File: src/rtl/sigmoid_pkg.sv
// Shared Q8.8 constants and FSM state type for the sigmoid/logit datapath.
package sigmoid_pkg;

  localparam int FRAC_W = 8;

  localparam logic [15:0] ONE     = 16'h0100;
  localparam logic [15:0] HALF    = 16'h0080;
  localparam logic [15:0] SAT_POS = 16'h7FFF;
  localparam logic [15:0] SAT_NEG = 16'h8000;

  typedef enum logic [1:0] {
    IDLE = 2'd0,
    NORM = 2'd1,
    DONE = 2'd2
  } state_e;

endpackage

File: src/rtl/logit_normalizer.sv
// Leading-one normaliser: shifts z left one bit per step until its MSB is set,
// counting the shifts in n (the integer part of the logit).
module logit_normalizer #(
  parameter int W         = 8,
  parameter int MAX_SHIFT = 7,
  parameter int NW        = $clog2(MAX_SHIFT + 1)
) (
  input  logic          clk,
  input  logic          rst_n,
  input  logic          ena_i,
  input  logic          load_i,
  input  logic [W-1:0]  z_i,
  input  logic          step_i,
  output logic          done_o,
  output logic [NW-1:0] n_o,
  output logic [W-1:0]  g_o
);

  logic [W-1:0]  z_q, z_d;
  logic [NW-1:0] n_q, n_d;

  always_comb begin
    z_d = z_q;
    n_d = n_q;
    if (load_i) begin
      z_d = z_i;
      n_d = '0;
    end else if (step_i && !z_q[W-1]) begin
      z_d = {z_q[W-2:0], 1'b0};
      n_d = n_q + NW'(1);
    end
  end

  always_ff @(posedge clk) begin
    if (!rst_n) begin
      z_q <= '0;
      n_q <= '0;
    end else if (ena_i) begin
      z_q <= z_d;
      n_q <= n_d;
    end
  end

  assign done_o = z_q[W-1];
  assign n_o    = n_q;
  assign g_o    = z_q;

endmodule

File: src/rtl/sigmoid_inverse_seq.sv
// Iterative inverse of the shift-based sigmoid: unsigned Q8.8 probability in,
// signed Q8.8 logit out, behind valid/ready handshakes on both sides.
module sigmoid_inverse_seq #(
  parameter int DATA_W    = 16,
  parameter int FRAC_W    = 8,
  parameter int MAX_SHIFT = 7
) (
  input  logic              clk,
  input  logic              rst_n,
  input  logic              ena,
  input  logic              in_valid,
  input  logic [DATA_W-1:0] in_y,
  output logic              in_ready,
  output logic              out_valid,
  output logic [DATA_W-1:0] out_x,
  output logic              out_sat,
  input  logic              out_ready,
  output logic              busy
);

  import sigmoid_pkg::*;

  localparam int NW = $clog2(MAX_SHIFT + 1);

  state_e              state_q;
  logic                pos_q;
  logic [DATA_W-1:0]   out_x_q;
  logic                out_sat_q;

  logic                accept;
  logic                y_zero;
  logic                y_over;
  logic                in_pos;
  logic [FRAC_W-1:0]   y_lo;
  logic [FRAC_W-1:0]   z_load;
  logic                norm_load;
  logic                norm_done;
  logic [NW-1:0]       norm_n;
  logic [FRAC_W-1:0]   norm_g;
  logic [FRAC_W-1:0]   frac;
  logic [DATA_W-1:0]   mag;

  assign in_ready  = ena && (state_q == IDLE);
  assign out_valid = (state_q == DONE);
  assign busy      = (state_q != IDLE);
  assign out_x     = out_x_q;
  assign out_sat   = out_sat_q;

  assign accept = in_valid && in_ready;
  assign y_zero = (in_y == '0);
  assign y_over = (in_y >= ONE);
  assign in_pos = (in_y >= HALF);
  assign y_lo   = in_y[FRAC_W-1:0];
  // 256 - y folds to the 8-bit negation, which also keeps 0x80 -> 0x80.
  assign z_load = in_pos ? -y_lo : y_lo;

  assign norm_load = accept && !y_zero && !y_over;

  logit_normalizer #(
    .W         (FRAC_W),
    .MAX_SHIFT (MAX_SHIFT),
    .NW        (NW)
  ) u_norm (
    .clk    (clk),
    .rst_n  (rst_n),
    .ena_i  (ena),
    .load_i (norm_load),
    .z_i    (z_load),
    .step_i (state_q == NORM),
    .done_o (norm_done),
    .n_o    (norm_n),
    .g_o    (norm_g)
  );

  // g in [128,192) gives (g-128)<<2; the upper half is clamped to all-ones.
  assign frac = (norm_g[FRAC_W-1 -: 2] == 2'b10) ? {norm_g[FRAC_W-3:0], 2'b00}
                                                  : {FRAC_W{1'b1}};
  assign mag  = DATA_W'({norm_n, frac});

  always_ff @(posedge clk) begin
    if (!rst_n) begin
      state_q   <= IDLE;
      pos_q     <= 1'b0;
      out_x_q   <= '0;
      out_sat_q <= 1'b0;
    end else if (ena) begin
      unique case (state_q)
        IDLE: begin
          if (in_valid) begin
            if (y_zero) begin
              out_x_q   <= SAT_NEG;
              out_sat_q <= 1'b1;
              state_q   <= DONE;
            end else if (y_over) begin
              out_x_q   <= SAT_POS;
              out_sat_q <= 1'b1;
              state_q   <= DONE;
            end else begin
              pos_q   <= in_pos;
              state_q <= NORM;
            end
          end
        end
        NORM: begin
          if (norm_done) begin
            out_x_q   <= pos_q ? mag : -mag;
            out_sat_q <= 1'b0;
            state_q   <= DONE;
          end
        end
        DONE: begin
          if (out_ready) state_q <= IDLE;
        end
        default: state_q <= IDLE;
      endcase
    end
  end

endmodule

File: config.mk
export PLATFORM = sky130hd
export DESIGN_NAME = sigmoid_inverse_seq
export DESIGN_NICKNAME = d
export VERILOG_FILES = /design/src/rtl/sigmoid_pkg.sv /design/src/rtl/logit_normalizer.sv /design/src/rtl/sigmoid_inverse_seq.sv
export SDC_FILE = /design/constraint.sdc
export NUM_CORES = 1
export LEC_CHECK = 0
export CORE_UTILIZATION = 30
export CTS_CLUSTER_SIZE = 16
export DETAILED_ROUTE_END_ITERATION = 8
export GPL_ROUTABILITY_DRIVEN = 0
export SETUP_SLACK_MARGIN = 0.3
export SYNTH_ARGS = -nofsm -noshare
export SYNTH_HDL_FRONTEND = slang
export SYNTH_SLANG_ARGS = --single-unit
File: constraint.sdc
create_clock -name clk -period 2 [get_ports clk]
set_input_delay 0.2 -clock clk [delete_from_list [all_inputs] [get_ports clk]]
set_output_delay 0.2 -clock clk [all_outputs]
set_load 0.05 [all_outputs]
# == After elaboration in Yosys (flattened, before gate mapping) ==
# Cells that the tools add are included.
# classes
add_sub_neg,3
order_cmp,2
eq_ne,7
muxes,23
bitwise,2
n_reduce_logical,17
# op_table
op,count
16-bit 2-to-1 mux,5
8-bit 2-to-1 mux,4
16-bit case mux with 2 select lines,1
16-bit by 8-bit greater-or-equal comparator with 1-bit output (second input constant),1
16-bit by 9-bit greater-or-equal comparator with 1-bit output (second input constant),1
16-bit logical NOT,1
11-bit negation with 16-bit output,1
2-bit 2-to-1 mux,5
5-bit AND reduction,2
8-bit negation,1
3-bit 2-to-1 mux,2
2-bit case mux with 3 select lines,1
2-bit nonzero test,3
1-bit logical AND,5
2-bit == test (second input constant),2
1-bit 2-to-1 mux,4
2-bit != test (second input constant),2
4-bit AND reduction,1
3-bit by 1-bit adder with 3-bit output (second input constant),1
1-bit logical NOT,3
3-bit != test (second input constant),1
2-bit by 1-bit == test with 1-bit output (second input constant),1
2-bit logical NOT,1
2-bit by 1-bit != test with 1-bit output (second input constant),1
other kinds (3),4
# totals
reg_bits,31
output_inout_bits,20
elab_cells,60

# == Longest topological paths before layout ==
# Gate-level depths: netlist of run 1.
# depth
word_depth,7
mapped_depth,9

# == Hierarchy ==
# A second synthesis of run 1 with hierarchy kept.
# unflattened
hier_cells,239
area_unflattened_um2,2016.9
# by_module_without_submodules
mod,instances,cells_each,area_each_um2
sigmoid_inverse_seq,1,179,1462.7
logit_normalizer,1,60,554.3

# == Least setup slack after synthesis of run 1 ==
# OpenSTA, ideal clock, no wires.
# synth_timing
kind,flip-flop to flip-flop
from,"register u_norm.z_q[7], in the netlist u_norm.g_o[7]"
to,"register out_x_q[10], in the netlist out_x[10]"
setup_ps,119
arrival_time_ps,1947
t_required_ps,1881
path_slack_ps,-66
stages_incl_launch_ff,10
path_buffers,1
path_cell_list,dfxtp_1 > nand2b_1 > clkbuf_1 > nor2_1 > ha_1 > nor3b_1 > a31oi_1 > xnor2_1 > nor2_1 > o221a_2
# synth_via
elab_chain_len,6
word_cells_on_any_way,8
classes_between,add/sub (1); eq/ne (2); mux (4); reduce/logical (1)
# synth_lines
element,line,text
"start, declared",logit_normalizer.sv:19,"logic [W-1:0] z_q, z_d;"
"start signal, assigned",logit_normalizer.sv:39,z_q <= z_d;
2-bit == test,sigmoid_inverse_seq.sv:76,"assign frac = (norm_g[FRAC_W-1 -: 2] == 2'b10) ? {norm_g[FRAC_W-3:0], 2'b00}"
8-bit 2-to-1 mux,sigmoid_inverse_seq.sv:76,
11-bit negation with 16-bit output,sigmoid_inverse_seq.sv:106,out_x_q <= pos_q ? mag : -mag;
16-bit 2-to-1 mux,sigmoid_inverse_seq.sv:106,
16-bit 2-to-1 mux,sigmoid_inverse_seq.sv:105,if (norm_done) begin
16-bit case mux with 2 select lines,sigmoid_inverse_seq.sv:87,unique case (state_q)
"end signal, assigned",sigmoid_inverse_seq.sv:106,
"end, declared",sigmoid_inverse_seq.sv:27,logic [DATA_W-1:0] out_x_q;
# Several ways; a longest one is shown, not always the timed one. The select of a mux whose other input is x is not followed.
# A chain may end at the register's enable or synchronous reset.

# == Worst setup path after layout of run 1 ==
# layout_timing
from,"register u_norm.z_q[0], in the netlist u_norm.g_o[0]"
to,"register out_x_q[6], in the netlist out_x[6]"
# layout_via
elab_chain_len,5
# layout_lines
element,line
8-bit 2-to-1 mux,sigmoid_inverse_seq.sv:76
11-bit negation with 16-bit output,sigmoid_inverse_seq.sv:106
16-bit 2-to-1 mux,sigmoid_inverse_seq.sv:106
16-bit 2-to-1 mux,sigmoid_inverse_seq.sv:105
16-bit case mux with 2 select lines,sigmoid_inverse_seq.sv:87
# Every way passes these cells. The select of a mux whose other input is x is not followed.

==> results of run 1 <==
-- cell families after synthesis --
group | share of synthesized area (%)
DFF | 31.6
and+or+nand+nor | 26.8
muxes | 5.74
adders and majority gates | 2.55
xor gates and xnor gates | 4.46
buffers and inverters | 5.86
AOI/OAI and AO/OA | 22.9
-- flip-flops by register name (all words and copies together), names as in the netlist --
name and flops:
u_norm.g_o 8, u_norm.n_o 3, pos_q 1, out_sat 1, state_q 2, out_x 16
-- power by group --
group	total [mW]	internal, mW	switching [mW]
clock	0.636	0.403	0.233
sequential	0.658	0.642	0.0166
combinational	0.351	0.154	0.197
-- final cells by class --
| cell class | instances | area [um^2] |
|---|---|---|
| clock buffers | 6 | 82.6 |
| clock inverters | 2 | 35.0 |
| fillers | 597 | 3350 |
| multi-input cells | 175 | 1350 |
| repair buffers | 86 | 771 |
| well taps | 77 | 96.3 |
| flip-flops and latches | 31 | 631 |
| inverters | 8 | 30.0 |
-- worst max-delay path, delay by kind of cell (launching register included) --
kind	cells	cell delay, ns
DFF	1	0.52
AOI/OAI and AO/OA	3	0.41
adders and majority gates	1	0.17
and+or+nand+nor	3	0.38
buffers and inverters	1	0.15
-- what timing repair did --
item / in CTS / in global routing
gates resized for setup: 21 / 14
gates cloned: 0 / 0
pin swaps: 20 / 18
buffers inserted: 11 / 3
endpoints found under the setup margin: 25 / 24
-- worst min-delay path by stage --
| stage | from | endpoint | slack, ns | cells after the start |
|---|---|---|---|---|
| finish | in_y[0] | u_norm.g_o[0] | 0.43 | 4 |
| global route | in_y[5] | u_norm.g_o[5] | 0.47 | 3 |
| CTS | in_y[0] | u_norm.g_o[0] | 0.43 | 4 |
| detailed placement | out_sat | out_sat | 0.47 | 2 |
| global placement | out_x[5] | out_x[5] | 0.47 | 2 |
| floorplan | in_y[0] | u_norm.g_o[0] | 0.34 | 2 |
-- per-layer routing --
layer  wire length, um  vias to the layer above
met5                 0                        -
met4                72                        0
met3               168                        6
met2              2370                       43
met1              2380                      908
li1                  -                      992
-- through the flow --
stage	instance area [um^2]	utilization (%)	setup TNS (ns)	setup slack [ns]
after CTS	2920	46.0	0	0.228
final	3000	47.2	0	0.259
after global routing	3000	47.2	0	0.176
after floorplan	2020	-	0	0.250
after global placement	2670	42.1	-1.02	-0.0911
after detailed placement	2670	42.1	-1.78	-0.139
-- cells in the mapped netlist (all sizes together), types with 4 or more instances --
master / number
nor2: 15
a211oi: 5
a21oi: 24
o21ai: 19
ha: 4
nand4: 8
nor3b: 4
a31o: 4
a31oi: 4
nor3: 4
nor4: 4
a21boi: 4
clkbuf: 6
nand2: 19
dfxtp: 31
mux2: 7
xnor2: 9
inv: 8
buf: 7
nand3: 5
==> results.yml, run 1 <==
run_status:
  run_status: "complete, no violations"
cells_and_area:
  final_cell_mix: "44 x sky130_fd_sc_hd__buf_4, 27 x sky130_fd_sc_hd__clkdlybuf4s50_1, 27 x sky130_fd_sc_hd__dfxtp_1"
  final_layout_size_suffix_gt1_share_pct: 34.7
  nNetsFinal: 332
  non_filler_instances: 385
  number_of_antenna_diodes: 0
  mostFrequentLayoutCell: "sky130_fd_sc_hd__buf_4"
  area_growth_pct: 52.7
floorplanning:
  floorplan.io_pins: 41
  die_width_um: 82.9
  fp.coreArea_mm2: 0.00635
  die-area_mm2: 0.00687
  starting_density_of_the_core_pct: 30.9
  floorplan.rows: 29
  die_y_um: 82.9
detailed_routing:
  initialDrtViolationCount: 70
  drc: 0
  finalWirelength_um: 4990
  detailroute.via_count: 1949
  detail_route.first_pass.iterations: 4
  drt-vias-per-instance: 5.06
  routedWlPerCell_um: 13.0
  ant_nets: 0
sta:
  setup_viol: 0
  min_period_over_period_pct: 87.0
  relSlewSlack_pct: 66.1
  tightestPinTransition_ns: 0.506
  hold_ws_ns: 0.427
  max_clock_freq_ghz: 0.575
  slew_violations: 0
  timing_hold_violations_final: 0
  final.min_clock_period_ns: 1.74
  timing.clock.skew_ns: 0.00788
  setup_repair_after_global_routing_missed_its_margin: "yes"
clock_network:
  cts_hold_repair.buffers: 0
  cts_tree: "built"
  clock_latency_ns: 0.28
  clkTransAtPathRegs_ns: 0.06
  cts_made_buffers: 5
  clk_root_buffer_cell: "sky130_fd_sc_hd__clkbuf_8"
  cts_num_sinks: 31
  h-tree-depth: 2
  ctsLongestPathBuffers: 2
worst_setup_path:
  reg2reg_setup_slack_ns: 0.26
  worstRegToRegCells: 8
  worstPathMaxFanout: 6
  required_ns: 2.17
  worst_setup_path_start_kind: "flop"
  setup.worst_path.end: "out_x[6]"
  cpPeakStageDelay_ns: 0.52
  reg2reg_to: "out_x[6]"
  crit_path_start: "u_norm.g_o[0]"
  critical-path-slowest-cell: "sky130_fd_sc_hd__dfxtp_1"
  worst_ep_arrival_time_ns: 1.91
  worst_r2r_startpoint: "u_norm.g_o[0]"
  path_cells: "nor2_4 > ha_4 > nor3b_4 > buf_4 > and2_1 > o21ai_1 > a21oi_1 > o221a_2"
  critPathCaptureType: "flop"
  timing_worst_setup_path_type: "reg2reg"
grt:
  grt_use_total_pct: 14.9
  grt_first_pass_wirelength_um: 8430
  antenna_found_initial: 0
  use_met3_pct: 2.88
  grt_start_max_net_pins: 14
  grt_pass1_vias: 1798
  grt.overflow.total: 0
  grt.met2_usage_pct: 25.1
  grt-busiest-layer: "met2"
  grt_util_met1_pct: 19.0
power:
  max-vdd-ir-drop_v: 0.000320
  power_mw: 1.65
  power.static_leakage_nw: 1.18
  power.density_cell_area_mw_per_mm2: 549
place:
  place.detailed.instances: 363
  dp_hpwl_um: 3720
  portBuffers: 40
synthesis:
  yosys_warnings: 0
  synth_seq_cells: 31
  synth_top_cell_area_share_pct: 31.6
  avgSynthCellArea_um2: 8.65
  netlist-cell-type-count: 52
  synth-edff-count: 0
  synth-main-ff-cell: "sky130_fd_sc_hd__dfxtp_1"
  syn_area_mm2: 0.00196
  post_synthesis_sequential_area_ratio_pct: 31.6
  synthTopCellsByArea: "sky130_fd_sc_hd__dfxtp_1 32%, sky130_fd_sc_hd__a21oi_1 6.1%, sky130_fd_sc_hd__o21ai_0 4.6%"
  async_flop_share_pct: 0
  netlist.top_cell.by_area: "sky130_fd_sc_hd__dfxtp_1"
  synth_nets: 252
  syn-instance-count: 227
min_path:
  worstHoldPathType: "in2reg"
job:
  timing.max_cap.violations: 0
Power figures use the tool's default switching activity.
==> run 2: changes to the inputs <==
--- a/config.mk
+++ b/config.mk
@@ -5,6 +5,7 @@
 export SDC_FILE = /design/constraint.sdc
 export NUM_CORES = 1
 export LEC_CHECK = 0
+export CORE_MARGIN = 2
 export CORE_UTILIZATION = 30
 export CTS_CLUSTER_SIZE = 16
 export DETAILED_ROUTE_END_ITERATION = 8
==> run 2 against run 1 <==
  * Utilization down 0.93 points
  * Clock-buffer cell count up 2
  * Cell area fell by 2.0%
  * Highest routed layer unchanged
==> results.yml, run 2 (same netlist as run 1, synthesis figures left out) <==
job:
  timing.max_cap.violations: 0
detailed_routing:
  routedWlPerCell_um: 13.1
  detail_route.first_pass.iterations: 4
  initialDrtViolationCount: 105
  drt-vias-per-instance: 5.06
  ant_nets: 0
  finalWirelength_um: 5080
  drc: 0
  detailroute.via_count: 1957
power:
  clockPowerShare_pct: 34.9
  comb_power_share_pct: 22.3
  max-vdd-ir-drop_v: 0.000324
  power_mw: 1.54
  p_int_mw: 1.10
  power.switching_fraction_pct: 28.2
  p_seq_share_pct: 42.8
  p_sw_mw: 0.433
  power.density_cell_area_mw_per_mm2: 523
  power.static_leakage_nw: 1.16
grt:
  antenna_found_initial: 0
  grt.overflow.total: 0
  grt_start_max_net_pins: 19
  grt_first_pass_wirelength_um: 8500
  grt_use_total_pct: 14.4
  grt_pass1_vias: 1827
cells_and_area:
  finalCoreUtilization_pct: 46.3
  final_cell_mix: "48 x sky130_fd_sc_hd__buf_4, 26 x sky130_fd_sc_hd__dfxtp_1, 25 x sky130_fd_sc_hd__clkdlybuf4s50_1"
  final_layout_size_suffix_gt1_share_pct: 33.2
  nNetsFinal: 334
  area_growth_pct: 49.7
  number_of_antenna_diodes: 0
  fill_cell_count: 610
  mostFrequentLayoutCell: "sky130_fd_sc_hd__buf_4"
  largest_register_ff_count: 16
worst_setup_path:
  worstPathMaxFanout: 4
  reg2reg_to: "out_x[6]"
  timing_worst_setup_path_type: "reg2reg"
  worst_r2r_startpoint: "u_norm.g_o[6]"
  reg2reg_setup_slack_ns: 0.24
  worst_setup_path_start_kind: "flop"
  critPathCaptureType: "flop"
  worst_ep_arrival_time_ns: 1.93
  required_ns: 2.17
  worstRegToRegCells: 9
floorplanning:
  die_width_um: 84.9
  floorplan.io_pins: 41
  starting_density_of_the_core_pct: 30.9
  floorplan.rows: 29
  die_y_um: 84.9
  die-area_mm2: 0.00721
  fp.coreArea_mm2: 0.00635
place:
  portBuffers: 40
  dp_hpwl_um: 3760
clock_network:
  clock_latency_ns: 0.28
  clk_root_buffer_cell: "sky130_fd_sc_hd__clkbuf_8"
  cts_tree: "built"
  h-tree-depth: 2
  cts_num_sinks: 31
  cts_made_buffers: 5
  cts_hold_repair.buffers: 0
  clkTransAtPathRegs_ns: 0.06
  ctsLongestPathBuffers: 2
sta:
  timing_hold_violations_final: 0
  max_clock_freq_ghz: 0.568
  timing.clock.skew_ns: 0.00662
  setup_repair_after_global_routing_missed_its_margin: "yes"
  min_period_over_period_pct: 88.0
  setup_tns_ns: 0
  tightestPinTransition_ns: 0.577
  setup_viol: 0
  final.min_clock_period_ns: 1.76
  relSlewSlack_pct: 61.5
  hold_ws_ns: 0.435
  slew_violations: 0
min_path:
  worstHoldPathType: "in2reg"
  holdPathEnd: "u_norm.g_o[0]"
  worst_hold_path_startpoint: "in_y[0]"
  worst_hold_path.num_cells: 4
run_status:
  run_status: "complete, no violations"
-- run 2: cell count changes in the layout (fill, tap and decap cells not counted), sizes merged --
cell and change:
buf +2, bufinv -1, clkbuf +2, clkdlybuf4s50 -2, clkinv -1, dlygate4sd2 +3, dlymetal6s2s -1
-- run 2: critical path, stage by stage, from the launching register on --
cell	delay, ns
sky130_fd_sc_hd__dfxtp_4	0.34
sky130_fd_sc_hd__nand2b_4	0.16
sky130_fd_sc_hd__nor2_4	0.11
sky130_fd_sc_hd__ha_4	0.14
sky130_fd_sc_hd__nor3b_4	0.26
sky130_fd_sc_hd__buf_4	0.16
sky130_fd_sc_hd__nor3_1	0.04
sky130_fd_sc_hd__o21ai_1	0.15
sky130_fd_sc_hd__a21oi_1	0.07
sky130_fd_sc_hd__o221a_2	0.22
-- run 2: worst max path at each step --
stage / from / end / slack, ns / cells past startpoint
final: u_norm.g_o[6] / out_x[6] / 0.24 / 9
after global routing: u_norm.g_o[6] / out_x[8] / 0.13 / 8
after CTS: u_norm.g_o[6] / out_x[14] / 0.28 / 8
after detailed placement: in_y[0] / out_x[3] / -0.18 / 9
after global placement: in_y[0] / out_x[12] / -0.12 / 8
after floorplan: u_norm.g_o[6] / out_x[10] / 0.25 / 9
-- run 2: power by group through the flow --
stage	Clock (mW)	Combinational, mW	Sequential, mW
2_1_floorplan	0	0.106	0.754
3_3_place_gp	0	0.344	0.672
3_5_place_dp	0	0.346	0.672
4_1_cts	0.553	0.342	0.657
5_1_grt	0.578	0.363	0.661
6_report	0.536	0.342	0.658
-- run 2: metal layers --
| metal | vias up | GRT usage, % | wire, um |
|---|---|---|---|
| li1 | 996 | - | - |
| met1 | 908 | 18.7 | 2340 |
| met2 | 44 | 22.9 | 2410 |
| met3 | 9 | 3.40 | 212 |
| met4 | 0 | 5.92 | 118 |
| met5 | - | 0 | 0 |
-- run 2: timing repair --
item | 4_1_cts | 5_1_grt
endpoints found under the setup margin | 27 | 28
buffers inserted | 8 | 12
pin swaps | 9 | 17
resized for setup | 18 | 10
-- run 2: cell type report --
class / count / area (um^2) / share of cell area [%]
Inverter: 8 / 30.0 / 1.02
Timing Repair Buffer: 88 / 763 / 26.0
Sequential cell: 31 / 632 / 21.5
Tap cell: 77 / 96.3 / 3.28
Multi-Input combinational cell: 175 / 1320 / 44.8
Clock buffer: 8 / 100 / 3.41
-- run 2: stage by stage --
stage | setup slack [ns] | std cells | area (um^2)
finish | 0.240 | 387 | 2940
global route | 0.125 | 387 | 2940
CTS | 0.279 | 375 | 2820
detailed placement | -0.178 | 359 | 2640
global placement | -0.119 | 359 | 2640
floorplan | 0.250 | 227 | 2020
